`src/rtl/add_operand_loader_if.sv`:
```
// Word-stream and operand-set handshake bundle for the wide-adder operand loader.
// The master side is the host/downstream environment; the slave side is the loader itself.
interface add_operand_loader_if #(
  parameter int unsigned OP_W   = 100,
  parameter int unsigned WORD_W = 32
);
  logic              in_valid;
  logic              in_ready;
  logic [WORD_W-1:0] in_data;
  logic              in_cin;
  logic              out_valid;
  logic              out_ready;
  logic [OP_W-1:0]   out_a;
  logic [OP_W-1:0]   out_b;
  logic              out_cin;

  modport master (
    output in_valid, in_data, in_cin, out_ready,
    input  in_ready, out_valid, out_a, out_b, out_cin
  );

  modport slave (
    input  in_valid, in_data, in_cin, out_ready,
    output in_ready, out_valid, out_a, out_b, out_cin
  );
endinterface

```
`src/rtl/add_operand_loader.sv`:
```
// Builds two OP_W-bit operands plus carry-in from a WORD_W-bit valid/ready word stream
// and holds them on registered outputs until the downstream adder stage accepts the set.
module add_operand_loader #(
  parameter int unsigned OP_W   = 100,
  parameter int unsigned WORD_W = 32
) (
  input  logic clk,
  input  logic rst_n,
  input  logic clear,
  add_operand_loader_if.slave bus
);
  localparam int unsigned BEATS  = (OP_W + WORD_W - 1) / WORD_W;
  localparam int unsigned BEAT_W = (BEATS > 1) ? $clog2(BEATS) : 1;
  localparam int unsigned PAD_W  = BEATS * WORD_W;
  localparam logic [BEAT_W-1:0] LAST_BEAT = BEAT_W'(BEATS - 1);

  localparam logic [1:0] ST_LOAD_A = 2'd0;
  localparam logic [1:0] ST_LOAD_B = 2'd1;
  localparam logic [1:0] ST_HOLD   = 2'd2;

  logic [1:0]        state_q, state_d;
  logic [BEAT_W-1:0] beat_q, beat_d;
  logic [OP_W-1:0]   a_q, a_d;
  logic [OP_W-1:0]   b_q, b_d;
  logic              cin_q, cin_d;

  logic              in_ready;
  logic              out_valid;
  logic              accept;
  logic              last_beat;
  logic [PAD_W-1:0]  a_ins;
  logic [PAD_W-1:0]  b_ins;

  // Ready/valid are pure state decodes so no in_* input reaches any output combinationally.
  assign in_ready  = (state_q != ST_HOLD);
  assign out_valid = (state_q == ST_HOLD);
  assign accept    = bus.in_valid && in_ready;
  assign last_beat = (beat_q == LAST_BEAT);

  // Padded copies absorb the bits of the final beat that lie above OP_W.
  always_comb begin
    a_ins = PAD_W'(a_q);
    b_ins = PAD_W'(b_q);
    a_ins[int'(beat_q) * WORD_W +: WORD_W] = bus.in_data;
    b_ins[int'(beat_q) * WORD_W +: WORD_W] = bus.in_data;
  end

  always_comb begin
    state_d = state_q;
    beat_d  = beat_q;
    a_d     = a_q;
    b_d     = b_q;
    cin_d   = cin_q;

    case (state_q)
      ST_LOAD_A: begin
        if (accept) begin
          a_d = a_ins[OP_W-1:0];
          if (last_beat) begin
            beat_d  = '0;
            state_d = ST_LOAD_B;
          end else begin
            beat_d = beat_q + BEAT_W'(1);
          end
        end
      end
      ST_LOAD_B: begin
        if (accept) begin
          b_d = b_ins[OP_W-1:0];
          if (last_beat) begin
            beat_d  = '0;
            cin_d   = bus.in_cin;
            state_d = ST_HOLD;
          end else begin
            beat_d = beat_q + BEAT_W'(1);
          end
        end
      end
      ST_HOLD: begin
        // Operand registers are deliberately kept after the handshake.
        if (bus.out_ready) begin
          beat_d  = '0;
          state_d = ST_LOAD_A;
        end
      end
      default: begin
        beat_d  = '0;
        state_d = ST_LOAD_A;
      end
    endcase

    if (clear) begin
      state_d = ST_LOAD_A;
      beat_d  = '0;
      a_d     = '0;
      b_d     = '0;
      cin_d   = 1'b0;
    end
  end

  always_ff @(posedge clk or negedge rst_n) begin
    if (!rst_n) begin
      state_q <= ST_LOAD_A;
      beat_q  <= '0;
      a_q     <= '0;
      b_q     <= '0;
      cin_q   <= 1'b0;
    end else begin
      state_q <= state_d;
      beat_q  <= beat_d;
      a_q     <= a_d;
      b_q     <= b_d;
      cin_q   <= cin_d;
    end
  end

  assign bus.in_ready  = in_ready;
  assign bus.out_valid = out_valid;
  assign bus.out_a     = a_q;
  assign bus.out_b     = b_q;
  assign bus.out_cin   = cin_q;

`ifndef SYNTHESIS
  hold_stable_a: assert property (@(posedge clk) disable iff (!rst_n)
    (state_q == ST_HOLD && !bus.out_ready && !clear)
      |=> (state_q == ST_HOLD && $stable(a_q) && $stable(b_q) && $stable(cin_q)));

  beat_in_range_a: assert property (@(posedge clk) disable iff (!rst_n)
    beat_q <= LAST_BEAT);

  hold_beat_zero_a: assert property (@(posedge clk) disable iff (!rst_n)
    (state_q == ST_HOLD) |-> (beat_q == '0));
`endif
endmodule

```
`src/flat_wrapper.sv`:
```
// flat-port wrapper written by rule: the top's interface ports become plain ports
module add_operand_loader_flat 
#(
  parameter int unsigned OP_W   = 100,
  parameter int unsigned WORD_W = 32
)
  (clk, rst_n, clear, bus_in_valid, bus_in_data, bus_in_cin, bus_out_ready, bus_in_ready, bus_out_valid, bus_out_a, bus_out_b, bus_out_cin);
  add_operand_loader_if #(.OP_W(OP_W), .WORD_W(WORD_W)) bus_i ();
  input  logic clk;
  input  logic rst_n;
  input  logic clear;
  input wire logic [$bits(bus_i.in_valid)-1:0] bus_in_valid;
  input wire logic [$bits(bus_i.in_data)-1:0] bus_in_data;
  input wire logic [$bits(bus_i.in_cin)-1:0] bus_in_cin;
  input wire logic [$bits(bus_i.out_ready)-1:0] bus_out_ready;
  output wire logic [$bits(bus_i.in_ready)-1:0] bus_in_ready;
  output wire logic [$bits(bus_i.out_valid)-1:0] bus_out_valid;
  output wire logic [$bits(bus_i.out_a)-1:0] bus_out_a;
  output wire logic [$bits(bus_i.out_b)-1:0] bus_out_b;
  output wire logic [$bits(bus_i.out_cin)-1:0] bus_out_cin;
  assign bus_i.in_valid = bus_in_valid;
  assign bus_i.in_data = bus_in_data;
  assign bus_i.in_cin = bus_in_cin;
  assign bus_i.out_ready = bus_out_ready;
  assign bus_in_ready = bus_i.in_ready;
  assign bus_out_valid = bus_i.out_valid;
  assign bus_out_a = bus_i.out_a;
  assign bus_out_b = bus_i.out_b;
  assign bus_out_cin = bus_i.out_cin;
  add_operand_loader #(.OP_W(OP_W), .WORD_W(WORD_W)) u_core (.clk(clk), .rst_n(rst_n), .clear(clear), .bus(bus_i));
endmodule
```
`config.mk`:
```
export PLATFORM = sky130hd
export DESIGN_NAME = add_operand_loader_flat
export DESIGN_NICKNAME = d
export VERILOG_FILES = /design/src/rtl/add_operand_loader_if.sv /design/src/rtl/add_operand_loader.sv /design/src/flat_wrapper.sv
export SDC_FILE = /design/constraint.sdc
export NUM_CORES = 1
export LEC_CHECK = 0
export BUFFER_PORTS_ARGS = -buffer_cell sky130_fd_sc_hd__buf_2
export CORE_MARGIN = 4
export CORE_UTILIZATION = 45
export CTS_CLUSTER_DIAMETER = 150
export DETAILED_ROUTE_END_ITERATION = 6
export PLACE_DENSITY = 0.79
export REMOVE_ABC_BUFFERS = 1
export SYNTH_ARGS = -nofsm -noshare
export SYNTH_HDL_FRONTEND = slang
export SYNTH_SLANG_ARGS = --single-unit
```
`constraint.sdc`:
```
create_clock -name clk -period 2 [get_ports clk]
set_input_delay 0.3 -clock clk [delete_from_list [all_inputs] [get_ports clk]]
set_output_delay 0.3 -clock clk [all_outputs]
set_load 0.02 [all_outputs]
```
# After elaboration in Yosys (flattened, before gate mapping)
# Cells that the tools add are included.
# totals
wordCells	54
output_inout_bits	203
mem_bits_rw	0
latchBits	0
ff_bits	205
in_bits	38
memories	0
mem_bits_ro	0
# classes
magnitude_cmp	0
n_shift	2
reduce_logical	12
n_eq_ne	10
bitwise_logic	0
mux	23
n_mul	0
n_addsub	2
div_mod_pow	0
# ops
op	count
100-bit two-way mux	6
128-bit bitwise mux	2
32-bit by 34-bit variable shift with 128-bit output, first input constant	1
32-bit by 34-bit indexed part select with 128-bit output	1
7-bit negator with 34-bit output	1
2-bit two-way mux	9
3-bit by 2-bit != test with 1-bit output, second input constant	4
2-bit nonzero test	4
2-bit one-hot mux with 3 select lines	1
2-bit AND reduction	3
5-bit AND reduction	1
2-bit equality test, second input constant	2
1-bit two-way mux	4
2-bit one-hot mux with 2 select lines	1
3-bit by 1-bit != test with 1-bit output, second input constant	1
3-bit != test, second input constant	1
3-bit AND reduction	1
2-bit by 1-bit adder with 2-bit output, second input constant	1
2-bit by 1-bit equality test with 1-bit output, second input constant	1
2-bit logical NOT	1
2-bit != test, second input constant	1
2-bit OR reduction	1
1-bit logical AND	1

# Depth between registers and ports, before layout
# Gate-level depths: netlist (run 1).
# depth
ltp_word	6
mapped_depth	8
depth_no_buf	5

# Worst setup path before layout (run 1)
# Ideal clock, no wire load.
# synth_path
path_type	reg2reg
from	register u_core.beat_q[0]
to	register u_core.a_q[33] (netlist: u_core.bus.out_a[33])
setup_time_ps	78
required_time_ps	1922
synth_period_minus_slack_ps	2123
path_buffers	1
setup_slack_ps	-123
arrival_ps	2045
path_stages_with_launch	7
cell_sequence	dfrtp_1 inv_1 clkbuf_1 ha_1 nand4b_4 or4b_1 o2bb2ai_1
# synth_via
elab_chain_len	6
elab_cells_between_ends	7
classes_between	1 x add/sub; 2 x shift; 4 x mux
# synth_lines
element	line	source
start, declared	add_operand_loader.sv:22	logic [BEAT_W-1:0] beat_q, beat_d;
start signal, assigned	add_operand_loader.sv:110	beat_q <= beat_d;
7-bit negator with 34-bit output (*)	add_operand_loader.sv:44	a_ins[int'(beat_q) * WORD_W +: WORD_W] = bus.in_data;
32-bit by 34-bit indexed part select with 128-bit output / 32-bit by 34-bit variable shift with 128-bit output (equally long branches)	add_operand_loader.sv:44	
128-bit bitwise mux (*)	add_operand_loader.sv:44	
100-bit two-way mux (*)	add_operand_loader.sv:57	if (accept) begin
100-bit two-way mux (*)	add_operand_loader.sv:55	case (state_q)
100-bit two-way mux (*)	add_operand_loader.sv:92	if (clear) begin
end signal, assigned	add_operand_loader.sv:105	a_q <= '0;
end signal, assigned	add_operand_loader.sv:111	a_q <= a_d;
end, declared	add_operand_loader.sv:23	logic [OP_W-1:0] a_q, a_d;
# Mark *: on every way between the ends. The rest lies on a longest branch, timed or not. The select of a mux whose other input is x is not followed.
# A chain may end at the register's enable or synchronous reset.

# Final worst setup path (run 1)
# layout_path
from	register u_core.beat_q[0]
to	register u_core.a_q[35] (netlist: u_core.bus.out_a[35])
# Same word-level chain as after synthesis.

==> impl_results.md, run 1 <==
* Post-DP HPWL at around 17000 um
* Critical Setup Path Class: reg2reg
* Max Buffers Root-to-Sink at 3
* Fin crit period at 1.893 ns
* Final core utilization at around three fifths
* Final Setup Violations at 0
* H-tree Lvls at 1
* Core area at 18890 um2
* Final Max Slew Viols at 0
* Drt via density at between 5 and 6
* GRT Util Overall at between 20% and 30%
* Clock latency on the worst-skew pair at ~0.49 ns
* Share of cells above drive strength 1 at 53.85%
* Mean area per synthesized cell at 13.97 um2
* Vias in the first global route at 6644
* Gpl congestion at a little over 0.8
* Initial antenna violation count at 1
* Detailed Routing Iterations Pass 1 at 4
* I/O pin cnt at between 200 and 250
* Depth of the most critical reg-to-reg path at 5
* Crit start category: flip-flop
* Hold Path Depth at 2
* First-pass GRT wire length at roughly 38000 um
* Die width at roughly 150 um
* Post-CTS Setup Bufs at 0
* Worst vdd ir at about 0.59 mV
* Post-route DRC at 0
* Number of synthesized register bits at just over 200
* Post-synthesis cell area at 8715 um2
* Critical Path RT at between 2 and 2.5 ns
* Yosys top cell area share at between 50% and 60%
* Synth Area in Adders at less than 1%
* Worst hold path type: in2reg
* Fin Hold WS at around 0.06 ns
* Status: finished clean
* Register area share after synthesis at between 50% and 60%
* P_sw at 2286 uW
* Die height at 147.2 um
* Initial DRC Count at ~260
* Placed cell area at about 11000 um2
* Post-Synth XOR/XNOR Area at less than 1%
* RR Endpoint: u_core.bus.out_a[35]$_DFFE_PN0P_
* Period utilization at between 90% and 100%
* Clock Tree Root: clkbuf_16
* Logic gate share of total power at roughly 12%
* Critical Path Max Stage Delay at roughly 0.59 ns
* Clock Sinks at ~210
* Cell Chain, Critical Path: inv_1 > ha_1 > nand4b_4 > or4b_1 > o2bb2ai_1
* Worst clock skew at 0.006423 ns
* Clock transition at path regs at approximately 0.06 ns
* Hold Crit Start: bus_in_data[31]
* Core Rows at 50
* Nets at 929
* CP max-delay cell: or4b_1
* Crit path max-delay family: simple AND/OR/NAND/NOR gates
* Routed wire length at approximately 24000 um
* Vias after detailed routing at 6161
* Leading area contributor after synthesis: dfrtp_1
* P_int at roughly 7100 uW
* CP Capture Type: flip-flop
* Rel. slew slack at a little over 60%
* DR WL/cell at just over 20 um
* Syn Inst Count at about 620
* IO Port Bufs at between 200 and 250
* Max-cap violations at 0
* Total Die Area at about 22000 um2
* Peak Freq at 528.3 MHz
* Sw Ratio at 24.33%
* Area grow syn2layout at 28.79%
* Mux contribution to synthesized area at 22.60%
* Synth area leaders: dfrtp_1 (59%), mux2_2 (21%), and4b_1 (3.7%), nor2_1 (3.1%), a22o_1 (2.4%)
* Flop2flop setup slack at between 0.1 and 0.15 ns
* WP data arrival at 2.30 ns
* Post-placement cell count at ~1100
* Yosys warns at 0
* Unique masters post-synth at 32
* ANT nets after route at 0
* Crit path from: u_core.beat_q[0]$_DFFE_PN0P_
* R2R Path Start: u_core.beat_q[0]$_DFFE_PN0P_
* Clock share of power at a little over two fifths
* RSZ-0062 raised after global routing: false
* Crit path buffers/inverters at 1
* Fin. Hold Viols at 0
* Leak pwr at between 0.006 and 0.007 uW
* Complex-gate fraction of the synthesized area at under 10%
* Largest net degree at the start of global routing at between 60 and 70
* Main combinational cell family by area after synthesis: multiplexers
* Final cell count without fillers at 1158
* TritonCTS clock tree: done
* Remaining Overflow, GRT at 0
* Initial Util at between 40% and 50%
* Reg power frac at between 40% and 50%
* Hold endpoint: u_core.bus.out_a[63]$_DFFE_PN0P_
* Power per cell area at around 840 nW/um2
* Worst Tran Pin Value at 0.5694 ns
* Total CTS buffers at 23
* Crit-path max FO at 5
* Final Instance Area at 11220 um2
* Area share of and/or/nand/nor cells after synthesis at roughly 11%
## synth_stat cells
cell	n
a21oi_1	2
a21oi_2	3
a22o_1	24
a2bb2oi_1	1
a31oi_1	3
a31oi_4	3
and2b_4	1
and4b_1	32
buf_1	1
buf_2	15
buf_4	11
clkbuf_1	17
dfrtp_1	205
ha_1	5
inv_1	3
mux2_1	14
mux2_2	160
mux2i_1	1
nand2_1	3
nand2b_1	33
nand4b_4	1
nand4bb_1	1
nor2_1	73
nor2b_1	1
nor3_1	1
nor3b_1	1
nor3b_4	2
nor4b_1	1
o2bb2ai_1	3
or4b_1	1
or4bb_1	1
xor2_1	1
## per-layer routing
layer | share of wire (%) | up-vias | GRT usage (%)
met1 | 40 | 3120 | 27.08
met5 | 0 | - | 0
li1 | - | 2747 | -
met3 | 7.1 | 55 | 5.861
met2 | 50 | 239 | 38.25
met4 | 3.2 | 0 | 6.570
## power by group through the flow
stage	clock (uW)	combinational [uW]	sequential [uW]
2_1_floorplan	0	416	4510
3_3_place_gp	0	1080	4380
3_5_place_dp	0	1100	4380
4_1_cts	4080	1110	4310
5_1_grt	4280	1180	4320
6_report	3990	1090	4310
## registers in the layout (all words and copies together), names as in the netlist
name and count:
u_core.bus.out_b 100, u_core.bus.out_a 100, u_core.beat_q 2, u_core.state_q 2, u_core.bus.out_cin 1
## metrics by stage
stage | total power, uW | setup slack (ns) | TNS [ns]
6_report | 9395 | 0.1071 | 0
4_1_cts | 9497 | 0.08693 | 0
5_1_grt | 9777 | 0.006418 | 0
2_1_floorplan | 4924 | -0.9101 | -107.01
3_3_place_gp | 5467 | 0.1754 | 0
3_5_place_dp | 5483 | 0.1208 | 0
## kinds of logic after synthesis
kind of cell	after synthesis
AOI/OAI and AO/OA	39
muxes	175
buffers and inverters	47
adders and majority gates	5
DFF	205
xor gates and xnor gates	1
and+or+nand+nor	152
## repair_timing
action / 4_1_cts / 5_1_grt
hold buffers: 1 / 0
resized for setup: 0 / 1
endpoints found under the setup margin: 0 / 1
endpoints found under the hold margin: 58 / 0
## cell type report
class / count / area, um2
Fill cell: 1509 / 7670
Sequential cell: 205 / 5130
Multi-Input combinational cell: 372 / 3385
Timing Repair Buffer: 281 / 1670
Clock buffer: 32 / 629.4
Tap cell: 260 / 325.3
Clock inverter: 4 / 70.07
Inverter: 3 / 11.26
Antenna cell: 1 / 2.502
## how the worst max path moves through the flow
stage	to	slack [ns]	cells after the start
after floorplan	u_core.bus.out_a[0]$_DFFE_PN0P_	-0.91	4
after global placement	u_core.bus.out_a[35]$_DFFE_PN0P_	0.18	5
after detailed placement	u_core.bus.out_a[35]$_DFFE_PN0P_	0.12	5
after CTS	u_core.bus.out_b[98]$_DFFE_PN0P_	0.09	5
after global routing	u_core.bus.out_a[33]$_DFFE_PN0P_	0.006	5
final	u_core.bus.out_a[35]$_DFFE_PN0P_	0.11	5
## cell usage in the layout, fill, tap and decap left out, types with 14 or more instances in the layout
cell / n
mux2_2: 160
mux2_1: 14
nor2_1: 72
and4b_1: 32
nand2b_1: 33
a22o_1: 24
clkbuf_16: 23
buf_4: 28
dfrtp_1: 205
buf_2: 239
Note: power is estimated with default switching activity, not from simulation.
==> inputs of run 2 (changes only) <==
Settings changed: BUFFER_PORTS_ARGS -buffer_cell sky130_fd_sc_hd__buf_2 to -buffer_cell sky130_fd_sc_hd__buf_4.
==> run 2 against run 1 <==
Compared with the run above: combinational power increased by 6%; worst setup slack lost 0.0023 ns; non-clock buffer count unchanged; largest cell class unchanged; flip-flop and latch count unchanged; sequential power barely moved; critical path type unchanged; critical path depth did not move; sequential share of layout area down 2.3 points; first-iteration DRC count shrank 18%.
==> impl_results.md, run 2 (same netlist as run 1, synthesis figures left out) <==
* Status: finished clean
* TritonCTS clock tree: done
* Critical Setup Path Class: reg2reg
* Final Instance Area at 11810 um2 (+5.2%)
* Rel. slew slack at 61.18% (-0.86 points)
* Total Die Area at 21660 um2 (unchanged)
* Worst hold path type: in2reg
* Post-CTS Setup Bufs at 0 (unchanged)
* Detailed Routing Iterations Pass 1 at 4 (unchanged)
* Leak pwr at 0.006223 uW (+0.20%)
* Initial DRC Count at 210 (-18%)
* Nets at 928 (-0.11%)
* Clock latency on the worst-skew pair at 0.50 ns (about the same)
* P_sw at 2347 uW (+2.7%)
* Period utilization at 94.76% (+0.12 points)
* CP max-delay cell: or4b_1
* Fin Hold WS at 0.04046 ns (-0.01976 ns)
* I/O pin cnt at 241 (unchanged)
* Crit path from: u_core.beat_q[0]$_DFFE_PN0P_
* Crit-path max FO at 5 (unchanged)
* Area grow syn2layout at 35.49%
* Post-route DRC at 0 (unchanged)
* Most frequent cells in the layout: buf_4 (270), dfrtp_1 (205), mux2_2 (160)
* Die width at 147.2 um (unchanged)
* Power per cell area at 807.8 nW/um2 (-3.5%)
* Max Buffers Root-to-Sink at 3 (unchanged)
* H-tree Lvls at 1 (unchanged)
* R2R Path Start: u_core.beat_q[0]$_DFFE_PN0P_
* Crit start category: flip-flop
* IO Port Bufs at 240 (unchanged)
* Clock Tree Root: clkbuf_16
* RR Endpoint: u_core.bus.out_a[35]$_DFFE_PN0P_
* Die height at 147.2 um (unchanged)
* Max-cap violations at 0 (unchanged)
* Critical Path RT at 2.42 ns (about the same)
* Vias after detailed routing at 6159 (-0.032%)
* Worst Tran Pin Value at 0.5823 ns (+0.01289 ns)
* Core Rows at 50 (unchanged)
* First-pass GRT wire length at 38650 um (+1.4%)
* Hold endpoint: u_core.bus.out_a[40]$_DFFE_PN0P_
* ANT nets after route at 0 (unchanged)
* Crit path max-delay family: simple AND/OR/NAND/NOR gates
* Sw Ratio at 24.61% (+0.28 points)
* P_int at 7191 uW (+1.2%)
* Clock transition at path regs at 0.06 ns (about the same)
* Worst vdd ir at 0.6999 mV (+18%)
* Final Setup Violations at 0 (unchanged)
* Drt via density at 5.305 (-0.29%)
* Initial Util at 46.13% (unchanged)
* Commonest non-fill, non-tap cell in the layout: buf_4
* Inserted Diodes at 0 (-1)
* RSZ-0062 raised after global routing: false
* Final Max Slew Viols at 0 (unchanged)
* Tot Pwr at 9538 uW (+1.5%)
* Fin. Hold Viols at 0 (unchanged)
* Hold Path Depth at 2 (unchanged)
* Gpl congestion at 0.7757 (-3.7%)
* Peak Freq at 527.6 MHz (-0.12%)
* Cell Chain, Critical Path: inv_1 > ha_1 > nand4b_4 > or4b_1 > o2bb2ai_1
* Post-DP HPWL at 16950 um (+1.9%)
* Core area at 18890 um2 (unchanged)
* Share of cells above drive strength 1 at 54.27% (+0.43 points)
* Reg power frac at 45.3% (-0.6 points)
* Worst clock skew at 0.008647 ns (+0.002224 ns)
* Hold Crit Start: bus_in_data[8]
* DR WL/cell at 21.03 um (+2.2%)
* Crit path buffers/inverters at 1 (unchanged)
* Depth of the most critical reg-to-reg path at 5 (unchanged)
* Fin crit period at 1.895 ns (+0.002303 ns)
* Clock Sinks at 205 (unchanged)
* Logic gate share of total power at 12.2% (+0.6 points)
* Initial antenna violation count at 0 (-1)
* Critical Path Max Stage Delay at 0.59 ns (about the same)
* Largest net degree at the start of global routing at 67 (+1.5%)
* Total CTS buffers at 22 (-4.3%)
* WP data arrival at 2.32 ns (+0.02 ns)
* Clock share of power at 42.6% (about the same)
* Vias in the first global route at 6736 (+1.4%)
* Routed wire length at 24410 um (+2.4%)
* Remaining Overflow, GRT at 0 (unchanged)
* CP Capture Type: flip-flop
* GRT Util Overall at 22.26% (+0.23 points)
* Placed cell area at 11070 um2 (+5.3%)
* # fillers at 1468 (-2.7%)
* Final core utilization at 62.50% (+3.1 points)
* Flop2flop setup slack at 0.10 ns (about the same)
## run 2: cell count changes in the layout (fill, tap and decap cells not counted), sizes merged
cell | before | now
clkinv | 2 | 6
clkbuf | 33 | 32
clkinvlp | 0 | 1
diode | 1 | 0
## run 2: metrics by stage
| step | setup TNS, ns | setup slack (ns) | instances |
|---|---|---|---|
| after detailed placement | 0 | 0.1099 | 1120 |
| after global placement | 0 | 0.1373 | 1120 |
| after floorplan | -107.01 | -0.9101 | 580 |
| after CTS | 0 | 0.08908 | 1161 |
| final | 0 | 0.1048 | 1161 |
| after global routing | 0 | 0.01749 | 1161 |
## run 2: power groups by stage
| stage | sequential (uW) | clock [uW] | combinational (uW) |
|---|---|---|---|
| after floorplan | 4510 | 0 | 416 |
| after global placement | 4390 | 0 | 1150 |
| after detailed placement | 4390 | 0 | 1170 |
| after CTS | 4320 | 4150 | 1170 |
| after global routing | 4320 | 4330 | 1240 |
| final | 4320 | 4060 | 1160 |
## run 2: worst max-delay path by stage
stage	endpoint	cells after the start
after floorplan	u_core.bus.out_a[0]$_DFFE_PN0P_	4
after global placement	u_core.bus.out_a[98]$_DFFE_PN0P_	5
after detailed placement	u_core.bus.out_a[35]$_DFFE_PN0P_	5
after CTS	u_core.bus.out_a[90]$_DFFE_PN0P_	7
after global routing	u_core.bus.out_a[35]$_DFFE_PN0P_	5
final	u_core.bus.out_a[35]$_DFFE_PN0P_	5
## run 2: layout make-up
type	count	area (um2)	area share, %
Clock inverter	9	97.59	0.8265
Tap cell	260	325.3	2.755
Inverter	3	11.26	0.09537
Multi-Input combinational cell	372	3387	28.68
Timing Repair Buffer	281	2231	18.89
Clock buffer	31	625.6	5.298
Sequential cell	205	5130	43.45
## run 2: what timing repair did
item	CTS	global route
resized for setup	0	2
hold buffers	1	0
endpoints found under the setup margin	0	7
endpoints found under the hold margin	58	0
## run 2: per-layer routing
metal	vias up	GRT usage, %	routed length [um]
met5	-	0	0
met4	0	6.664	771
met3	49	5.552	1812
met2	224	37.53	11980
met1	3143	28.55	9851
li1	2743	-	-
==> inputs of run 3 (changes only) <==
--- a/config.mk
+++ b/config.mk
@@ -8,2 +8,3 @@
 export BUFFER_PORTS_ARGS = -buffer_cell sky130_fd_sc_hd__buf_4
+export CORE_ASPECT_RATIO = 1.4
 export CORE_MARGIN = 4
--- a/constraint.sdc
+++ b/constraint.sdc
@@ -3,2 +3,2 @@
 set_output_delay 0.3 -clock clk [all_outputs]
-set_load 0.02 [all_outputs]
+set_load 0.01 [all_outputs]
==> run 3 against run 2 <==
Compared with the run above: global-route usage up 0.30 points; clock power down 5.4%; largest power group unchanged; count of clock-buffer cells in the layout down 3; via count down 0.39%; flip-flop and latch count unchanged; highest routed layer unchanged; first-iteration DRC count up 43%; worst setup slack worse by 0.012 ns; combinational power down 3%; largest cell class unchanged; non-clock buffer count down 1; critical path depth up 1.
==> impl_results.md, run 3 (same netlist as run 1, synthesis figures left out) <==
* Leak pwr at 0.006219 uW (about the same)
* Initial antenna violation count at 0 (unchanged)
* Total Die Area at 21690 um2 (+0.14%)
* WP data arrival at 2.32 ns (about the same)
* Largest net degree at the start of global routing at 59 (-12%)
* Initial DRC Count at 300 (+43%)
* Worst setup margin at 0.09308 ns (-0.01170 ns)
* Rel. slew slack at 66.08% (+4.9 points)
* Power per cell area at 784.5 nW/um2 (-2.9%)
* Crit start category: flip-flop
* TritonCTS clock tree: done
* Routed wire length at 24750 um (+1.4%)
* Final Max Slew Viols at 0 (unchanged)
* Core Rows at 60 (+20%)
* Drt via density at 5.382 (+1.4%)
* Max Buffers Root-to-Sink at 3 (unchanged)
* Inserted Diodes at 0 (unchanged)
* Met1 GRT Util at 26.01% (-2.5 points)
* Clock Sinks at 205 (unchanged)
* I/O pin cnt at 241 (unchanged)
* GRT Util Overall at 22.56% (+0.30 points)
* Post-DP HPWL at 17520 um (+3.4%)
* Status: finished clean
* Flop2flop setup slack at 0.09 ns (about the same)
* Nets at 925 (-0.32%)
* Remaining Overflow, GRT at 0 (unchanged)
* Worst Tran Pin Value at 0.5077 ns (-0.07462 ns)
* Initial Util at 45.52% (-0.60 points)
* Detailed Routing Iterations Pass 1 at 5 (+1)
* Crit-path max FO at 5 (unchanged)
* Post-CTS Setup Bufs at 0 (unchanged)
* Total CTS buffers at 20 (-9.1%)
* Clock transition at path regs at 0.07 ns (about the same)
* Commonest non-fill, non-tap cell in the layout: buf_4
* Fin crit period at 1.907 ns (+0.01170 ns)
* Final core utilization at 61.69% (-0.80 points)
* Period utilization at 95.35% (+0.59 points)
* Vias in the first global route at 6844 (+1.6%)
* Grt met3 use at 3.739% (-1.8 points)
* Vias after detailed routing at 6135 (-0.39%)
* Final Setup Violations at 0 (unchanged)
* Met2 usage at 41.25% (+3.7 points)
* DR WL/cell at 21.71 um (+3.2%)
* Die width at 125.6 um (-15%)
* Clock latency on the worst-skew pair at 0.49 ns (about the same)
* Core area at 19140 um2 (+1.3%)
* Tot Pwr at 9265 uW (-2.9%)
* Die height at 172.7 um (+17%)
* Peak Freq at 524.4 MHz (-0.61%)
* Fin. Hold Viols at 0 (unchanged)
* Gpl congestion at 0.7731 (-0.34%)
* Most frequent cells in the layout: buf_4 (262), dfrtp_1 (205), mux2_2 (160)
* IO Port Bufs at 240 (unchanged)
* Setup TNS at 0 ns (unchanged)
* Critical Setup Path Class: reg2reg
* Critical Path RT at 2.42 ns (about the same)
* Share of cells above drive strength 1 at 54.26% (about the same)
* Worst vdd ir at 0.5787 mV (-17%)
* CP Capture Type: flip-flop
* ANT nets after route at 0 (unchanged)
* GR peak layer: met2
* Worst hold path type: in2reg
* Worst clock skew at 0.01489 ns (+0.006239 ns)
* First-pass GRT wire length at 39120 um (+1.2%)
* Area grow syn2layout at 35.52% (about the same)
* Place WS at 0.07494 ns (-0.03499 ns)
* Max-cap violations at 0 (unchanged)
* Post-route DRC at 0 (unchanged)
* H-tree Lvls at 1 (unchanged)
* Clock Tree Root: clkbuf_16
* RSZ-0062 raised after global routing: false
[run 3: area by class of cell]
| type | instances | area (um2) |
|---|---|---|
| Fill cell | 1515 | 7333 |
| Sequential cell | 205 | 5130 |
| Multi-Input combinational cell | 372 | 3395 |
| Timing Repair Buffer | 280 | 2302 |
| Clock buffer | 28 | 591.8 |
| Tap cell | 248 | 310.3 |
| Clock inverter | 4 | 70.07 |
| Inverter | 3 | 11.26 |
[run 3: layer usage]
layer  vias to the layer above  wire (um)
met5                         -          0
met4                         0        974
met3                        63       1193
met2                       205      13320
met1                      3142       9258
li1                       2725          -
[run 3: through the flow]
stage	cell area, um2	instances	hold slack (ns)
after floorplan	8489	580	0.004409
after global placement	11120	1107	0.3155
after detailed placement	11120	1107	0.3141
after CTS	11790	1140	0.03472
after global routing	11810	1140	0.04488
final	11810	1140	0.05038
[run 3: worst paths after layout]
path | start | to | depth (start not counted)
worst max-delay path | u_core.beat_q[1]$_DFFE_PN0P_ | u_core.bus.out_a[34]$_DFFE_PN0P_ | 6
worst min-delay path | bus_in_data[10] | u_core.bus.out_a[42]$_DFFE_PN0P_ | 2
worst max register to register | u_core.beat_q[1]$_DFFE_PN0P_ | u_core.bus.out_a[34]$_DFFE_PN0P_ | 6
worst min register to register | u_core.bus.out_a[60]$_DFFE_PN0P_ | u_core.bus.out_a[60]$_DFFE_PN0P_ | 1
max in group asynchronous | rst_n | u_core.bus.out_b[63]$_DFFE_PN0P_ | 3
min in group asynchronous | rst_n | u_core.bus.out_a[10]$_DFFE_PN0P_ | 2
[run 3: where the power goes]
part	switching (uW)	total [uW]	internal (uW)
clock	1530	3840	2310
combinational	595	1120	525
sequential	58.0	4310	4250
total	2180	9270	7080
[run 3: critical path: stages, from the launching register on]
cell and delay (ns):
dfrtp_1 0.34, inv_1 0.08, ha_2 0.41, buf_4 0.14, nand4b_4 0.14, or4b_4 0.57, o2bb2ai_1 0.15
[run 3: timing repair]
| action | 4_1_cts | 5_1_grt |
|---|---|---|
| endpoints found under the hold margin | 52 | 0 |
| setup endpoints to repair | 0 | 63 |
| hold buffers | 1 | 0 |
| resized for setup | 0 | 6 |
